**src/rtl/stream_endpoint_pkg.sv**
```systemverilog
// Shared types and helpers for the stream traffic endpoint.
package stream_endpoint_pkg;

  typedef enum logic [1:0] {
    IDLE = 2'd0,
    RUN  = 2'd1,
    DONE = 2'd2
  } state_t;

  localparam int CNT_W = 16;

  // Word at position idx of a run starting from seed; callers truncate to
  // their data width, which gives the modulo-2^W wrap.
  function automatic logic [31:0] expected_word(input logic [31:0] seed,
                                                input logic [31:0] idx);
    return seed + idx;
  endfunction

endpackage

```
**src/rtl/stream_endpoint_checker.sv**
```systemverilog
// Receive side of the endpoint: rx_ready with periodic stalls, comparison
// of each received word against the transmitted value plus one, and the
// received / mismatch counters.
module stream_endpoint_checker
  import stream_endpoint_pkg::*;
#(
  parameter int W            = 16,
  parameter int SEED         = 0,
  parameter int STALL_PERIOD = 4
) (
  input  logic             clk,
  input  logic             rst,
  input  logic             i_clear,
  input  logic             i_run,
  input  logic             i_run_next,
  input  logic [W-1:0]     i_rx_data,
  input  logic             i_rx_valid,
  output logic             o_rx_ready,
  output logic             o_beat,
  output logic             o_mismatch,
  output logic [CNT_W-1:0] o_rx_count,
  output logic [CNT_W-1:0] o_err_count
);

  localparam bit              STALL_EN   = (STALL_PERIOD > 0);
  localparam logic [CNT_W-1:0] STALL_LAST = STALL_EN ? CNT_W'(STALL_PERIOD - 1) : '0;

  logic [CNT_W-1:0] r_stall_cnt;
  logic [CNT_W-1:0] w_stall_next;
  logic             r_rx_ready;
  logic [CNT_W-1:0] r_rx_count;
  logic [CNT_W-1:0] r_err_count;
  logic [W-1:0]     w_expected;

  // Position of the next cycle within the stall period.
  always_comb begin
    w_stall_next = r_stall_cnt;
    if (i_clear)
      w_stall_next = '0;
    else if (i_run)
      w_stall_next = (r_stall_cnt == STALL_LAST) ? '0 : r_stall_cnt + CNT_W'(1);
  end

  // rx_ready is registered: it looks ahead at the next state and stall slot.
  always_ff @(posedge clk or posedge rst) begin
    if (rst) begin
      r_stall_cnt <= '0;
      r_rx_ready  <= 1'b0;
    end else begin
      r_stall_cnt <= w_stall_next;
      r_rx_ready  <= i_run_next && !(STALL_EN && (w_stall_next == STALL_LAST));
    end
  end

  assign w_expected = W'(expected_word(32'(SEED), {16'd0, r_rx_count} + 32'd1));
  assign o_beat     = i_rx_valid && r_rx_ready;
  assign o_mismatch = o_beat && (i_rx_data != w_expected);

  // Received-word and saturating mismatch counters.
  always_ff @(posedge clk or posedge rst) begin
    if (rst) begin
      r_rx_count  <= '0;
      r_err_count <= '0;
    end else if (i_clear) begin
      r_rx_count  <= '0;
      r_err_count <= '0;
    end else begin
      if (o_beat)
        r_rx_count <= r_rx_count + CNT_W'(1);
      if (o_mismatch && (r_err_count != {CNT_W{1'b1}}))
        r_err_count <= r_err_count + CNT_W'(1);
    end
  end

  assign o_rx_ready  = r_rx_ready;
  assign o_rx_count  = r_rx_count;
  assign o_err_count = r_err_count;

endmodule

```
**src/rtl/stream_traffic_endpoint.sv**
```systemverilog
// Traffic endpoint: sends an incrementing word sequence into a stream stage
// and checks the stage output for value + 1. Holds the run FSM, the
// transmit side and the no-progress timeout.
module stream_traffic_endpoint
  import stream_endpoint_pkg::*;
#(
  parameter int EXAMPLE_WIDTH = 15,
  parameter int SEED          = 0,
  parameter int STALL_PERIOD  = 4,
  parameter int TIMEOUT       = 1023
) (
  input  logic                 clk,
  input  logic                 rst,
  input  logic                 start,
  input  logic [15:0]          num_words,
  output logic [EXAMPLE_WIDTH:0] tx_data,
  output logic                 tx_valid,
  input  logic                 tx_ready,
  input  logic [EXAMPLE_WIDTH:0] rx_data,
  input  logic                 rx_valid,
  output logic                 rx_ready,
  output logic                 busy,
  output logic                 done,
  output logic                 error,
  output logic [15:0]          err_count,
  output logic [15:0]          rx_count
);

  localparam int               W       = EXAMPLE_WIDTH + 1;
  localparam logic [CNT_W-1:0] TO_LAST = CNT_W'(TIMEOUT - 1);

  state_t           r_state;
  logic             r_busy;
  logic             r_done;
  logic             r_error;
  logic             r_tx_valid;
  logic [W-1:0]     r_tx_data;
  logic [CNT_W-1:0] r_tx_count;
  logic [CNT_W-1:0] r_count;
  logic [CNT_W-1:0] r_to;

  logic             w_start_acc;
  logic             w_run;
  logic             w_run_next;
  logic             w_tx_beat;
  logic             w_rx_beat;
  logic             w_mismatch;
  logic             w_last;
  logic             w_to_fire;
  logic [CNT_W-1:0] w_rx_count;
  logic [CNT_W-1:0] w_err_count;

  assign w_run       = (r_state == RUN);
  assign w_start_acc = start && !w_run;
  assign w_tx_beat   = r_tx_valid && tx_ready;
  assign w_last      = w_run && w_rx_beat && ((w_rx_count + CNT_W'(1)) == r_count);
  assign w_to_fire   = w_run && !w_rx_beat && (r_to == TO_LAST);
  assign w_run_next  = (w_start_acc && (num_words != '0)) || (w_run && !w_last && !w_to_fire);

  // Run FSM with transmit side, timeout and sticky error.
  always_ff @(posedge clk or posedge rst) begin
    if (rst) begin
      r_state    <= IDLE;
      r_busy     <= 1'b0;
      r_done     <= 1'b0;
      r_error    <= 1'b0;
      r_tx_valid <= 1'b0;
      r_tx_data  <= W'(SEED);
      r_tx_count <= '0;
      r_count    <= '0;
      r_to       <= '0;
    end else begin
      case (r_state)
        IDLE, DONE: begin
          if (start) begin
            r_count    <= num_words;
            r_tx_count <= '0;
            r_to       <= '0;
            r_error    <= 1'b0;
            r_tx_data  <= W'(SEED);
            if (num_words == '0) begin
              r_state    <= DONE;
              r_busy     <= 1'b0;
              r_done     <= 1'b1;
              r_tx_valid <= 1'b0;
            end else begin
              r_state    <= RUN;
              r_busy     <= 1'b1;
              r_done     <= 1'b0;
              r_tx_valid <= 1'b1;
            end
          end
        end
        RUN: begin
          if (w_tx_beat) begin
            r_tx_count <= r_tx_count + CNT_W'(1);
            r_tx_data  <= r_tx_data + W'(1);
            r_tx_valid <= (r_tx_count + CNT_W'(1)) < r_count;
          end
          r_to    <= w_rx_beat ? '0 : r_to + CNT_W'(1);
          r_error <= r_error || w_mismatch || w_to_fire;
          if (w_last || w_to_fire) begin
            r_state    <= DONE;
            r_busy     <= 1'b0;
            r_done     <= 1'b1;
            r_tx_valid <= 1'b0;
          end
        end
        default: begin
          r_state    <= IDLE;
          r_busy     <= 1'b0;
          r_done     <= 1'b0;
          r_tx_valid <= 1'b0;
        end
      endcase
    end
  end

  stream_endpoint_checker #(
    .W            (W),
    .SEED         (SEED),
    .STALL_PERIOD (STALL_PERIOD)
  ) u_checker (
    .clk         (clk),
    .rst         (rst),
    .i_clear     (w_start_acc),
    .i_run       (w_run),
    .i_run_next  (w_run_next),
    .i_rx_data   (rx_data),
    .i_rx_valid  (rx_valid),
    .o_rx_ready  (rx_ready),
    .o_beat      (w_rx_beat),
    .o_mismatch  (w_mismatch),
    .o_rx_count  (w_rx_count),
    .o_err_count (w_err_count)
  );

  assign tx_data   = r_tx_data;
  assign tx_valid  = r_tx_valid;
  assign busy      = r_busy;
  assign done      = r_done;
  assign error     = r_error;
  assign err_count = w_err_count;
  assign rx_count  = w_rx_count;

endmodule
```
**config.mk**
```make
export PLATFORM = sky130hd
export DESIGN_NAME = stream_traffic_endpoint
export DESIGN_NICKNAME = d
export VERILOG_FILES = /design/src/rtl/stream_endpoint_pkg.sv /design/src/rtl/stream_endpoint_checker.sv /design/src/rtl/stream_traffic_endpoint.sv
export SDC_FILE = /design/constraint.sdc
export NUM_CORES = 1
export LEC_CHECK = 0
export ABC_CLOCK_PERIOD_IN_PS = 4510
export CORE_MARGIN = 2
export CORE_UTILIZATION = 65
export DETAILED_ROUTE_END_ITERATION = 12
export DONT_BUFFER_PORTS = 1
export PLACE_DENSITY = 0.78
export SYNTH_ARGS = -nofsm -noshare
export SYNTH_HDL_FRONTEND = slang
export SYNTH_SLANG_ARGS = --single-unit
```
**constraint.sdc**
```tcl
create_clock -name clk -period 4.51 [get_ports clk]
set_input_delay 0.451 -clock clk [delete_from_list [all_inputs] [get_ports clk]]
set_output_delay 0.451 -clock clk [all_outputs]
set_load 0.02 [all_outputs]
```
==> impl_metrics.py <==
metrics = {
    "critical_path": {
        "critical_path_arrival_ns": 3.66,
        "critical_path_peak_fanout": 32,
        "reg2reg_setup_slack_ns": 1.09,
        "crit_start": "u_checker.o_rx_count[0]",
        "reg2reg_depth": 8,
        "r2r_start": "u_checker.o_rx_count[0]",
        "r2r-end": "u_checker.o_err_count[3]",
        "crit_end": "u_checker.o_err_count[3]",
        "path_class": "flip-flop to flip-flop",
        "crit_path_end_kind": "flip-flop",
        "crit_path_start_kind": "flip-flop",
        "critPathRequiredTime_ns": 4.75,
    },
    "die": {
        "die_area_sq_um": 12200,
        "die_y_microns": 111,
        "start_util": 0.673,
        "dieWidth_microns": 111,
        "fp-row-count": 38,
        "core_area_sq_um": 11000,
        "pin_count": 90,
    },
    "timing": {
        "tightest_slew_ns": 1.13,
        "rsz0062_at_grt": "no",
        "min_period_over_period": 0.759,
        "finalHoldViolations": 0,
        "slew_headroom": 0.249,
        "fmax_mhz": 292,
        "slew_violations": 0,
        "skew_ns": 0.00572,
        "setup-violations-final": 0,
        "tns_ns": 0,
        "period_minus_slack_ns": 3.42,
    },
    "layout": {
        "final_nets": 890,
        "design_area_sq_um": 7920,
        "final_cells": 983,
        "mostFrequentLayoutCell": "nand2_1",
        "antennaDiodeCount": 0,
        "layout-drive-gt1-share": 0.0605,
        "syn_to_final_growth_pct": 7.16,
        "fillers": 824,
        "mostFrequentLayoutCells": "nand2_1, dfrtp_1, o21ai_0, nor2_1, xor2_1",
    },
    "run": {
        "drv_cap": 0,
    },
    "clocking": {
        "root_buffer": "clkbuf_16",
        "cts_num_sinks": 117,
        "path_clk_slew_ns": 0.05,
        "ctsHoldBuffers": 0,
        "cts_resized": 0,
        "clk_latency_ns": 0.41,
        "cts_setup_buffers": 0,
        "h-tree-depth": 4,
        "cts_tree": "built",
        "cts_made_buffers": 17,
        "cts.path.max_buffers": 2,
    },
    "global_route": {
        "grt_pass1_vias": 6124,
        "grt_usage": 0.292,
        "grt_max_degree": 84,
        "gr-total-overflow": 0,
        "grt_antenna_before_repair": 0,
        "grt_pass1_wl_mm": 29.6,
    },
    "place": {
        "dpl.hpwl_mm": 12.3,
        "port_buffers": 0,
        "dp.cells": 952,
        "dpl_cell_area_sq_um": 7380,
        "gp_congestion": 0.881,
    },
    "synth": {
        "syn-num-nets": 912,
        "yosys_register_bits": 117,
        "yosysUniqueCellTypes": 61,
        "synth_top_area_share": 0.396,
        "synth_area_leaders": "dfrtp_1, nand2_1, xor2_1, o21ai_0, ha_1",
        "synth_ff_type": "dfrtp_1",
        "yosysWarnings": 0,
        "yosysTopAreaCell": "dfrtp_1",
        "syn-cell-area_sq_um": 7390,
        "netlist_instances": 853,
        "synth_edf_count": 0,
        "synth_area_per_cell_sq_um": 8.66,
        "yosysSeqAreaShare": 0.396,
        "synthArstFlopShare": 1.00,
    },
    "status": {
        "status": "finished, final reports clean",
    },
    "drt": {
        "drc": 0,
        "drt_iter0_drc": 551,
        "routed_wl_mm": 17.3,
        "dr.pass1.iters": 6,
        "ant_nets": 0,
        "wl_per_cell_microns": 17.6,
        "via_per_inst": 6.42,
        "vias": 6315,
    },
    "hold_path": {
        "hold_path.class": "primary input to asynchronous set/reset pin",
    },
    "power": {
        "ir_drop_v": 0.000298,
        "power_density_nw_per_um2": 453,
        "p_leak_nw": 3.50,
    },
}
==> metrics by stage <==
stage	hold WS [ns]	utilization	total power [mW]	worst slack [ns]
final	0.152	0.721	3.58	1.09
after global routing	0.155	0.721	3.78	0.851
after CTS	0.150	0.721	3.59	1.11
after detailed placement	0.480	0.672	2.36	1.11
after global placement	0.468	0.672	2.32	1.29
after floorplan	0.443	-	2.12	0.958
==> per-layer routing <==
layer | global-route usage | wire length, microns | up-vias
li1 | - | - | 2984
met1 | 0.379 | 7360 | 3043
met2 | 0.472 | 8470 | 257
met3 | 0.0741 | 1130 | 31
met4 | 0.117 | 357 | 0
met5 | 0 | 0 | -
==> worst min-delay path by stage <==
stage	startpoint	to	slack, ns	cells past startpoint
detailed placement	r_to[15]	r_to[15]	0.48	1
floorplan	r_to[15]	r_to[15]	0.44	1
finish	rst	u_checker.o_err_count[7]	0.15	1
global placement	r_to[15]	r_to[15]	0.47	1
CTS	num_words[13]	r_count[13]	0.15	2
global route	num_words[10]	r_count[10]	0.16	2
==> area by class of cell <==
class | count | area, sq um | share of cell area
multi-input cells | 664 | 4140 | 0.523
repair buffers | 5 | 37.5 | 0.00474
inverters | 26 | 100 | 0.0126
flip-flops and latches | 117 | 2930 | 0.370
well taps | 140 | 175 | 0.0221
clock buffers | 20 | 447 | 0.0564
clock inverters | 11 | 86.3 | 0.0109
==> where the power goes <==
part | switching, mW | leakage [nW] | internal [mW]
Sequential | 0.227 | 1.59 | 1.19
Combinational | 0.601 | 1.65 | 0.344
Clock | 0.465 | 0.269 | 0.759
Total | 1.29 | 3.50 | 2.29
==> cells by family (layout without fill, tap and decap cells) <==
logic type,after synthesis,in the layout,synth area share
adders and majority gates,22,22,0.0373
xor gates and xnor gates,83,83,0.106
muxes,6,6,0.00813
DFF,117,117,0.396
AOI/OAI and AO/OA,167,167,0.136
buffers and inverters,72,62,0.0432
and+or+nand+nor,386,386,0.273
==> flip-flops by register name, indices dropped and copies added, names as in the netlist <==
signal and count:
u_checker.r_stall_cnt 16, r_to 16, r_state 1, tx_valid 1
busy 1, u_checker.o_rx_ready 1, u_checker.o_rx_count 16, error 1
tx_data 16, r_tx_count 16, r_count 16, u_checker.o_err_count 16
==> critical path: stages, from the launching register on <==
cell and delay, ns:
dfrtp_1 0.68, ha_1 0.36, nand3_2 0.33, nor4_2 0.47, xnor3_1 0.29, a2111oi_2 0.38
and4_4 0.48, or4_1 0.18, a21oi_1 0.06
==> synth_stat cells (all sizes together), types with 2 or more instances <==
cell       n
a2111oi    5
xnor2     30
ha        22
and4b      2
o21ai     79
mux2i      6
o31ai     14
o21a       2
inv       26
nand2    122
nor2b     10
nor4      17
nor3      15
o32a       2
a22o       2
nor3b      5
nor4bb     2
nand4b     2
and2       7
o22ai      3
xnor3      4
a31oi      3
buf       19
a21o       6
a21oi     33
nand3     41
or4       10
dfrtp    117
xor2      49
o211ai     4
and3      23
clkbuf    27
nand4     27
and4       6
a211oi     5
nor2      69
nand2b     8
or3       15
or2        3
Note: power is estimated with default switching activity, not from simulation.
